==> src/rtl/iob_ram_sp_be_ctrl_if.sv <==
// Native word-request / read-response bus between an initiator and the RAM controller.
// Latency: none; this is a plain bundle of wires.
// Backpressure: valid/ready on both the request and the response channel.
interface iob_ram_sp_be_ctrl_if #(
    parameter int ADDR_W = 10,
    parameter int DATA_W = 32
);
    localparam int NB = DATA_W / 8;

    logic              req_valid;
    logic              req_ready;
    logic [ADDR_W-1:0] req_addr;
    logic [DATA_W-1:0] req_wdata;
    logic [NB-1:0]     req_wstrb;
    logic              rsp_valid;
    logic              rsp_ready;
    logic [DATA_W-1:0] rsp_rdata;

    // Initiator side: issues requests, consumes responses.
    modport master (
        output req_valid, req_addr, req_wdata, req_wstrb, rsp_ready,
        input  req_ready, rsp_valid, rsp_rdata
    );

    // Controller side: accepts requests, produces responses.
    modport slave (
        input  req_valid, req_addr, req_wdata, req_wstrb, rsp_ready,
        output req_ready, rsp_valid, rsp_rdata
    );
endinterface

==> src/rtl/iob_ram_sp_be_ctrl.sv <==
// Single-port byte-enable RAM controller with ordered 2-entry read response buffer.
// Latency: read accepted in cycle N shows rsp_valid in N+2 (empty buffer); writes retire at accept.
// Backpressure: req_ready drops when buffered + in-flight reads (minus a same-cycle pop) reach 2.
// Optional clear sweep of the whole RAM after reset: define IOB_RAM_SP_BE_CTRL_INIT_EN.
module iob_ram_sp_be_ctrl #(
    parameter int                ADDR_W     = 10,
    parameter int                DATA_W     = 32,
    parameter logic [DATA_W-1:0] INIT_VALUE = '0
) (
    input  logic                  clk,
    input  logic                  rst_n,
    iob_ram_sp_be_ctrl_if.slave   bus,
    output logic                  init_done,
    output logic                  ram_en,
    output logic [DATA_W/8-1:0]   ram_we,
    output logic [ADDR_W-1:0]     ram_addr,
    output logic [DATA_W-1:0]     ram_din,
    input  logic [DATA_W-1:0]     ram_dout
);
    typedef enum logic {ST_INIT = 1'b0, ST_RUN = 1'b1} state_t;

    state_t            state_q;
    logic [ADDR_W-1:0] sweep_addr;

`ifdef IOB_RAM_SP_BE_CTRL_INIT_EN
    logic [ADDR_W-1:0] cnt_q;

    // Clear sweep: walk every address once, then serve requests forever.
    always_ff @(posedge clk or negedge rst_n) begin
        if (!rst_n) begin
            state_q <= ST_INIT;
            cnt_q   <= '0;
        end else if (state_q == ST_INIT) begin
            cnt_q <= cnt_q + 1'b1;
            if (cnt_q == {ADDR_W{1'b1}}) begin
                state_q <= ST_RUN;
            end
        end
    end

    assign sweep_addr = cnt_q;
`else
    // No sweep: the controller is serving requests as soon as reset releases.
    always_ff @(posedge clk or negedge rst_n) begin
        if (!rst_n) begin
            state_q <= ST_RUN;
        end else begin
            state_q <= ST_RUN;
        end
    end

    assign sweep_addr = '0;
`endif

    // Gating with rst_n forces every output to its idle value while reset is held.
    logic run;
    logic sweep;
    assign run       = rst_n & (state_q == ST_RUN);
    assign sweep     = rst_n & (state_q == ST_INIT);
    assign init_done = run;

    // Response buffer: two entries plus one read that is still inside the RAM.
    logic [DATA_W-1:0] fifo_q [2];
    logic              wr_ptr_q;
    logic              rd_ptr_q;
    logic [1:0]        count_q;
    logic [1:0]        count_d;
    logic              inflight_q;
    logic              inflight_d;

    logic       acc;
    logic       is_rd;
    logic       push;
    logic       pop;
    logic [2:0] occ;

    assign acc   = bus.req_valid & bus.req_ready;
    assign is_rd = (bus.req_wstrb == '0);
    assign push  = inflight_q;
    assign pop   = bus.rsp_valid & bus.rsp_ready;

    // Occupancy after this cycle's pop; a free slot must exist for the read about to be taken.
    assign occ           = {1'b0, count_q} + {2'b00, inflight_q} - {2'b00, pop};
    assign bus.req_ready = run & (occ < 3'd2);
    assign bus.rsp_valid = (count_q != 2'd0);
    assign bus.rsp_rdata = fifo_q[rd_ptr_q];

    // Next occupancy and in-flight flag.
    always_comb begin
        inflight_d = acc & is_rd;
        count_d    = count_q;
        case ({push, pop})
            2'b10:   count_d = count_q + 2'd1;
            2'b01:   count_d = count_q - 2'd1;
            default: count_d = count_q;
        endcase
    end

    // Buffer storage and pointers; reset drops any in-flight read and buffered data.
    always_ff @(posedge clk or negedge rst_n) begin
        if (!rst_n) begin
            fifo_q[0]  <= '0;
            fifo_q[1]  <= '0;
            wr_ptr_q   <= 1'b0;
            rd_ptr_q   <= 1'b0;
            count_q    <= 2'd0;
            inflight_q <= 1'b0;
        end else begin
            inflight_q <= inflight_d;
            count_q    <= count_d;
            if (push) begin
                fifo_q[wr_ptr_q] <= ram_dout;
                wr_ptr_q         <= ~wr_ptr_q;
            end
            if (pop) begin
                rd_ptr_q <= ~rd_ptr_q;
            end
        end
    end

    // RAM port: sweep owns it during INIT, otherwise it follows the accepted request.
    always_comb begin
        ram_en   = acc;
        ram_we   = acc ? bus.req_wstrb : '0;
        ram_addr = bus.req_addr;
        ram_din  = bus.req_wdata;
        if (sweep) begin
            ram_en   = 1'b1;
            ram_we   = '1;
            ram_addr = sweep_addr;
            ram_din  = INIT_VALUE;
        end
    end
endmodule

==> src/flat_wrapper.sv <==
// flat-port wrapper written by rule: the top's interface ports become plain ports
module iob_ram_sp_be_ctrl_flat 
#(
    parameter int                ADDR_W     = 10,
    parameter int                DATA_W     = 32,
    parameter logic [DATA_W-1:0] INIT_VALUE = '0
)
  (clk, rst_n, init_done, ram_en, ram_we, ram_addr, ram_din, ram_dout, bus_req_valid, bus_req_addr, bus_req_wdata, bus_req_wstrb, bus_rsp_ready, bus_req_ready, bus_rsp_valid, bus_rsp_rdata);
  iob_ram_sp_be_ctrl_if #(.ADDR_W(ADDR_W), .DATA_W(DATA_W)) bus_i ();
  input  logic clk;
  input  logic rst_n;
  output logic init_done;
  output logic ram_en;
  output logic [DATA_W/8-1:0] ram_we;
  output logic [ADDR_W-1:0] ram_addr;
  output logic [DATA_W-1:0] ram_din;
  input  logic [DATA_W-1:0] ram_dout;
  input wire logic [$bits(bus_i.req_valid)-1:0] bus_req_valid;
  input wire logic [$bits(bus_i.req_addr)-1:0] bus_req_addr;
  input wire logic [$bits(bus_i.req_wdata)-1:0] bus_req_wdata;
  input wire logic [$bits(bus_i.req_wstrb)-1:0] bus_req_wstrb;
  input wire logic [$bits(bus_i.rsp_ready)-1:0] bus_rsp_ready;
  output wire logic [$bits(bus_i.req_ready)-1:0] bus_req_ready;
  output wire logic [$bits(bus_i.rsp_valid)-1:0] bus_rsp_valid;
  output wire logic [$bits(bus_i.rsp_rdata)-1:0] bus_rsp_rdata;
  assign bus_i.req_valid = bus_req_valid;
  assign bus_i.req_addr = bus_req_addr;
  assign bus_i.req_wdata = bus_req_wdata;
  assign bus_i.req_wstrb = bus_req_wstrb;
  assign bus_i.rsp_ready = bus_rsp_ready;
  assign bus_req_ready = bus_i.req_ready;
  assign bus_rsp_valid = bus_i.rsp_valid;
  assign bus_rsp_rdata = bus_i.rsp_rdata;
  iob_ram_sp_be_ctrl #(.ADDR_W(ADDR_W), .DATA_W(DATA_W), .INIT_VALUE(INIT_VALUE)) u_core (.clk(clk), .rst_n(rst_n), .bus(bus_i), .init_done(init_done), .ram_en(ram_en), .ram_we(ram_we), .ram_addr(ram_addr), .ram_din(ram_din), .ram_dout(ram_dout));
endmodule
==> config.mk <==
export PLATFORM = sky130hd
export DESIGN_NAME = iob_ram_sp_be_ctrl_flat
export DESIGN_NICKNAME = d
export VERILOG_FILES = /design/src/rtl/iob_ram_sp_be_ctrl_if.sv /design/src/rtl/iob_ram_sp_be_ctrl.sv /design/src/flat_wrapper.sv
export SDC_FILE = /design/constraint.sdc
export NUM_CORES = 1
export LEC_CHECK = 0
export CAP_MARGIN = 20
export CORE_MARGIN = 1
export CORE_UTILIZATION = 42
export DETAILED_ROUTE_END_ITERATION = 16
export PLACE_DENSITY_LB_ADDON = 0.1
export SETUP_SLACK_MARGIN = 0.1
export SLEW_MARGIN = 20
export SYNTH_ARGS = -nofsm -noshare
export SYNTH_HDL_FRONTEND = slang
export SYNTH_SLANG_ARGS = --single-unit
==> constraint.sdc <==
create_clock -name clk -period 2.15 [get_ports clk]
set_input_delay 0.215 -clock clk [delete_from_list [all_inputs] [get_ports clk]]
set_output_delay 0.215 -clock clk [all_outputs]
set_load 0.01 [all_outputs]
Word level (Yosys, flattened, before mapping)
Index checks and enable logic that the tools add are counted.
{ "totals": {"mem_bits_rw": 0, "register_bits": 69, "rom_bits": 0, "input_bits": 82, "memories": 0, "latch_bits": 0} }
{ "op_classes": {"multipliers": 0, "shifts": 0, "add_sub_neg": 4, "div": 0, "magnitude_cmp": 4, "reduce_logical": 4, "n_mux": 8, "n_eq_ne": 2, "bitwise": 8} }
{ "ops": {"columns": ["operator", "n"], "rows": [
  ["$mux 32", 4],
  ["$bwmux 64", 1],
  ["$demux 32 s1", 1],
  ["$and 1x1->1", 4],
  ["$ge 2x2->1 const B", 2],
  ["$logic_not 4->1", 1],
  ["$mux 4", 1],
  ["$not 1->2", 2],
  ["$pmux 2 s2", 1],
  ["$reduce_bool 2->1", 2],
  ["$add 2x1->3", 1],
  ["$lt 3x2->1 const B", 1],
  ["$sub 3x1->3", 1],
  ["$add 2x1->2 const B", 1],
  ["$eq 2x1->1 const B", 1],
  ["$eq 2x2->1 const B", 1],
  ["$lt 2x1->1 const B", 1],
  ["$not 1->1", 2],
  ["$sub 2x1->2 const B", 1],
  ["$logic_and 1x1->1", 1]
]} }

Longest topological paths before layout
{ "logic_depth": {"ltp_word": 7, "depth_mapped": 6, "mapped_depth_nobuf": 6} }

Least setup slack after synthesis
No wires, ideal clock.
{ "synth_path": {"path_type": "reg2out", "from": "register u_core.count_q[1]", "to": "output ram_we[0]", "arrival_time_ns": 1.832, "setup_slack_ns": 0.103, "path_stages_with_launch": 7, "cell_sequence": "dfrtp_1 -> and3b_1 -> o21ai_0 -> fa_1 -> nand3_1 -> nor2_1 -> and2_1"} }
{ "synth_via": {"elab_chain_len": 7} }
{ "synth_lines": {"columns": ["element", "line_no", "text"], "rows": [
  ["from (decl)", "iob_ram_sp_be_ctrl.sv:66", "logic [1:0] count_q;"],
  ["from (signal assigned)", "iob_ram_sp_be_ctrl.sv:110", "count_q <= count_d;"],
  ["branches (longest 2 deep; another with $add 2x1->3)", null, null],
  ["$sub 3x1->3 *", "iob_ram_sp_be_ctrl.sv:83", "assign occ = {1'b0, count_q} + {2'b00, inflight_q} - {2'b00, pop};"],
  ["$lt 3x2->1 *", "iob_ram_sp_be_ctrl.sv:84", "assign bus.req_ready = run & (occ < 3'd2);"],
  ["$and 1x1->1 *", "iob_ram_sp_be_ctrl.sv:84", null],
  ["$and 1x1->1 *", "iob_ram_sp_be_ctrl.sv:77", "assign acc = bus.req_valid & bus.req_ready;"],
  ["named net ram_en", "flat_wrapper.sv:13", "output logic ram_en;"],
  ["$mux 4 *", "iob_ram_sp_be_ctrl.sv:124", "ram_we = acc ? bus.req_wstrb : '0;"],
  ["to (decl)", "flat_wrapper.sv:14", "output logic [DATA_W/8-1:0] ram_we;"]
]} }
Mark *: on every way through the listed nets, which the timed path passes.

Worst setup path after layout
{ "layout_path": {"from": "register u_core.count_q[0]", "to": "output ram_we[2]"} }
{ "layout_via": {"elab_chain_len": 7} }
{ "layout_lines": {"columns": ["element", "line_no"], "rows": [
  ["branches (longest 2 deep; another with $add 2x1->3)", null],
  ["$sub 3x1->3 *", "iob_ram_sp_be_ctrl.sv:83"],
  ["$lt 3x2->1 *", "iob_ram_sp_be_ctrl.sv:84"],
  ["$and 1x1->1 *", "iob_ram_sp_be_ctrl.sv:84"],
  ["$and 1x1->1 *", "iob_ram_sp_be_ctrl.sv:77"],
  ["$mux 4 *", "iob_ram_sp_be_ctrl.sv:124"]
]} }
Mark *: on every way between the ends.

==> impl_metrics.yaml <==
place:
  placed_cells: 393
  dpl.hpwl_um: 4490
  place.gp.congestion: 0.784
  post-place-ws_ns: -0.669
  place_area_um2: 4150
  numPortBuffers: 79
setup_path:
  crit_path_end_kind: "output pin"
  cp.arrival_ns: 2.18
  rr_startpoint: "u_core.count_q[0]$_DFFE_PN0P_"
  crit_slowest_cell: "fa_1"
  crit_fanout: 5
  crit_family: "simple AND/OR/NAND/NOR gates"
  reg2reg_depth: 6
  rrSetupSlack_ns: 0.40
  cp_cell_sequence: "and3b_2, buf_6, fa_1, nand3_2, nor2_4, buf_6, and2_4, buf_6"
  crit_type: "reg -> out"
  critPathLaunchType: "register"
  r2r_end: "u_core.inflight_q$_DFF_PN0_"
  cp-startpoint: "u_core.count_q[0]$_DFFE_PN0P_"
  crit_buf_inv: 3
  worstPathRequired_ns: 1.93
  critPathMaxStageDelay_ns: 0.53
  crit_path_frequent_cell: "buf_6"
detailed_routing:
  drt_iter0_markers: 52
  routed_wl_um: 6870
  wl_per_cell_um: 16.5
  first_pass_iters: 6
  drc: 0
  viasPerCell: 4.84
  ant_nets: 0
  vias: 2012
final_layout:
  fin_area_um2: 4500
  syn2layout_area_growth_pct: 27.7
  n_fill_cell: 713
  multi_input_area_um2: 1420
  nNetsFinal: 389
  regArea_um2: 1730
  drive_gt1_share_pct: 47.6
  n_antenna_cell: 0
  final_cells: 416
  postLayoutCoreUtil_pct: 55.1
timing:
  setup_viol: 6
  min_period_over_period_pct: 111
  slew_violations: 0
  fin_crit_ns: 2.39
  worstMarginPinSlew_ns: 0.719
  relSlewSlack_pct: 52.1
  clock_skew_ns: 0.0139
  setup_tns_ns: -1.03
  rsz0062_at_grt: "yes"
  fmax_mhz: 418
  setup_slack_ns: -0.244
  hold_ws_ns: 0.0621
  finalHoldViolCount: 0
logic_synthesis:
  synth_warnings: 0
  synth-seq-cells: 69
  synth-xor-area-share_pct: 0.994
  netlist_instances: 248
  synth_mux_area_share_pct: 34.1
  netlist_area_um2: 3520
  syn-num-nets: 331
  ys_seq_area_share_pct: 49.0
  yosys.area_share.adder_pct: 0.568
  synth-compound-area-share_pct: 0.284
  avgSynthCellArea_um2: 14.2
  yosysUniqueCellTypes: 26
  synth_top_family_by_area: "multiplexers"
  synthSimpleGateAreaFrac_pct: 3.30
global_routing:
  grt_max_degree: 55
  grt_pass1_wl_um: 10800
  grt_pass1_vias: 2189
  antenna_found_initial: 0
  grt_overflow: 0
  grt_usage_pct: 16.4
die:
  die_w_um: 93.6
  start_util_pct: 43.1
  die_area_um2: 8760
  coreArea_um2: 8180
  io_pins: 164
  rows: 33
  fp.dieH_um: 93.6
clocking:
  holdBufCountCts: 0
  cts-root-buf: "clkbuf_8"
  htreeDepth: 3
  cts_tree: "done"
  insertion_delay_ns: 0.34
  clockBufferDepth: 2
  cts.clk_slew.worst_paths_ns: 0.07
  cts_buffers: 9
  cts.sinks: 69
worst_hold_path:
  hold_path.class: "in -> async"
status:
  failed_checks: "negative setup slack"
  status: "complete, but fails checks"
power_and_ir_drop:
  vdd_drop_max_mv: 0.425
  leakage_nw: 2.11
  powerDensity_nw_per_um2: 932
  power_mw: 4.20
flow_run:
  maxCapViolations: 0
[worst max-delay path by stage]
stage,endpoint,slack [ns],depth (start not counted)
after floorplan,ram_we[0],0.10,6
after global placement,ram_we[3],-0.58,8
after detailed placement,ram_we[2],-0.67,8
after CTS,ram_en,-0.27,7
after global routing,ram_we[2],-0.33,8
final,ram_we[2],-0.24,8
[final cells by class]
type | instances | area share (%)
Multi-Input combinational cell | 124 | 31.4
Clock inverter | 4 | 1.06
Sequential cell | 69 | 38.4
Clock buffer | 12 | 3.22
Timing Repair Buffer | 102 | 23.0
Tap cell | 105 | 2.92
[kinds of logic (layout without fill, tap and decap cells)]
logic type | Yosys count | in the layout
buffers and inverters | 55 | 118
muxes | 97 | 97
DFF | 69 | 69
adders and majority gates | 1 | 1
AOI/OAI and AO/OA | 2 | 2
and+or+nand+nor | 20 | 20
xor gates and xnor gates | 4 | 4
[routing by layer]
metal  track usage [%]  share of wire (%)  up-vias  routed length [um]
met5                 0                  0        -                   0
met4              6.67                1.5        0                 104
met3              4.96                6.5       20                 448
met2              24.3                 44       86                3040
met1              22.4                 48      984                3280
li1                  -                  -      922                   -
[where the power goes]
group	total [mW]	switching [mW]	internal [mW]
logic	1.56	0.529	1.03
clock network	1.04	0.473	0.565
registers	1.60	0.120	1.48
[state kept, by name (all words and copies together) (netlist names)]
register           flops
u_core.count_q         2
u_core.fifo_q         64
u_core.wr_ptr_q        1
u_core.rd_ptr_q        1
u_core.inflight_q      1
[placed cells by master (no fill, tap or decap), types with 2 or more instances in the layout]
master / count
buf_6: 7
dlymetal6s2s_1: 12
dfrtp_1: 68
xnor2_1: 2
clkinv_2: 2
clkdlybuf4s50_1: 60
buf_4: 16
buf_2: 4
nor2_1: 3
mux2_2: 63
and2_4: 2
buf_12: 2
clkbuf_8: 10
mux2_4: 30
nand2_1: 3
mux2_1: 3
clkbuf_1: 2
and2_1: 2
[worst min-delay path, cell delays in order]
cell   delay (ns)
buf_2        0.14
buf_4        0.17
buf_4        0.24
[cells in the mapped netlist]
cell,count,area share (%)
or4_1,1,0.21
clkbuf_1,1,0.11
or2_2,1,0.18
buf_4,43,9.2
nor2b_4,1,0.39
xor2_1,2,0.50
buf_6,5,1.6
nor2_1,4,0.43
mux2i_1,1,0.28
fa_1,1,0.57
mux2_4,30,13
a21oi_1,1,0.14
mux2_1,3,0.96
xnor2_1,2,0.50
nand3_1,1,0.14
and3b_1,1,0.25
and2_1,4,0.71
nand2_1,3,0.32
buf_2,6,0.85
nor3_1,1,0.14
nor2b_1,1,0.18
nand2_2,1,0.18
o21ai_0,1,0.14
mux2_2,63,20
nand2b_1,1,0.18
dfrtp_1,69,49
[what timing repair did]
| item | 4_1_cts | 5_1_grt |
|---|---|---|
| pin swaps | 7 | 3 |
| endpoints found under the setup margin | 20 | 26 |
| resized for setup | 37 | 21 |
| buffers inserted | 4 | 2 |
| cloned | 0 | 1 |
(Power assumes the default switching activity.)
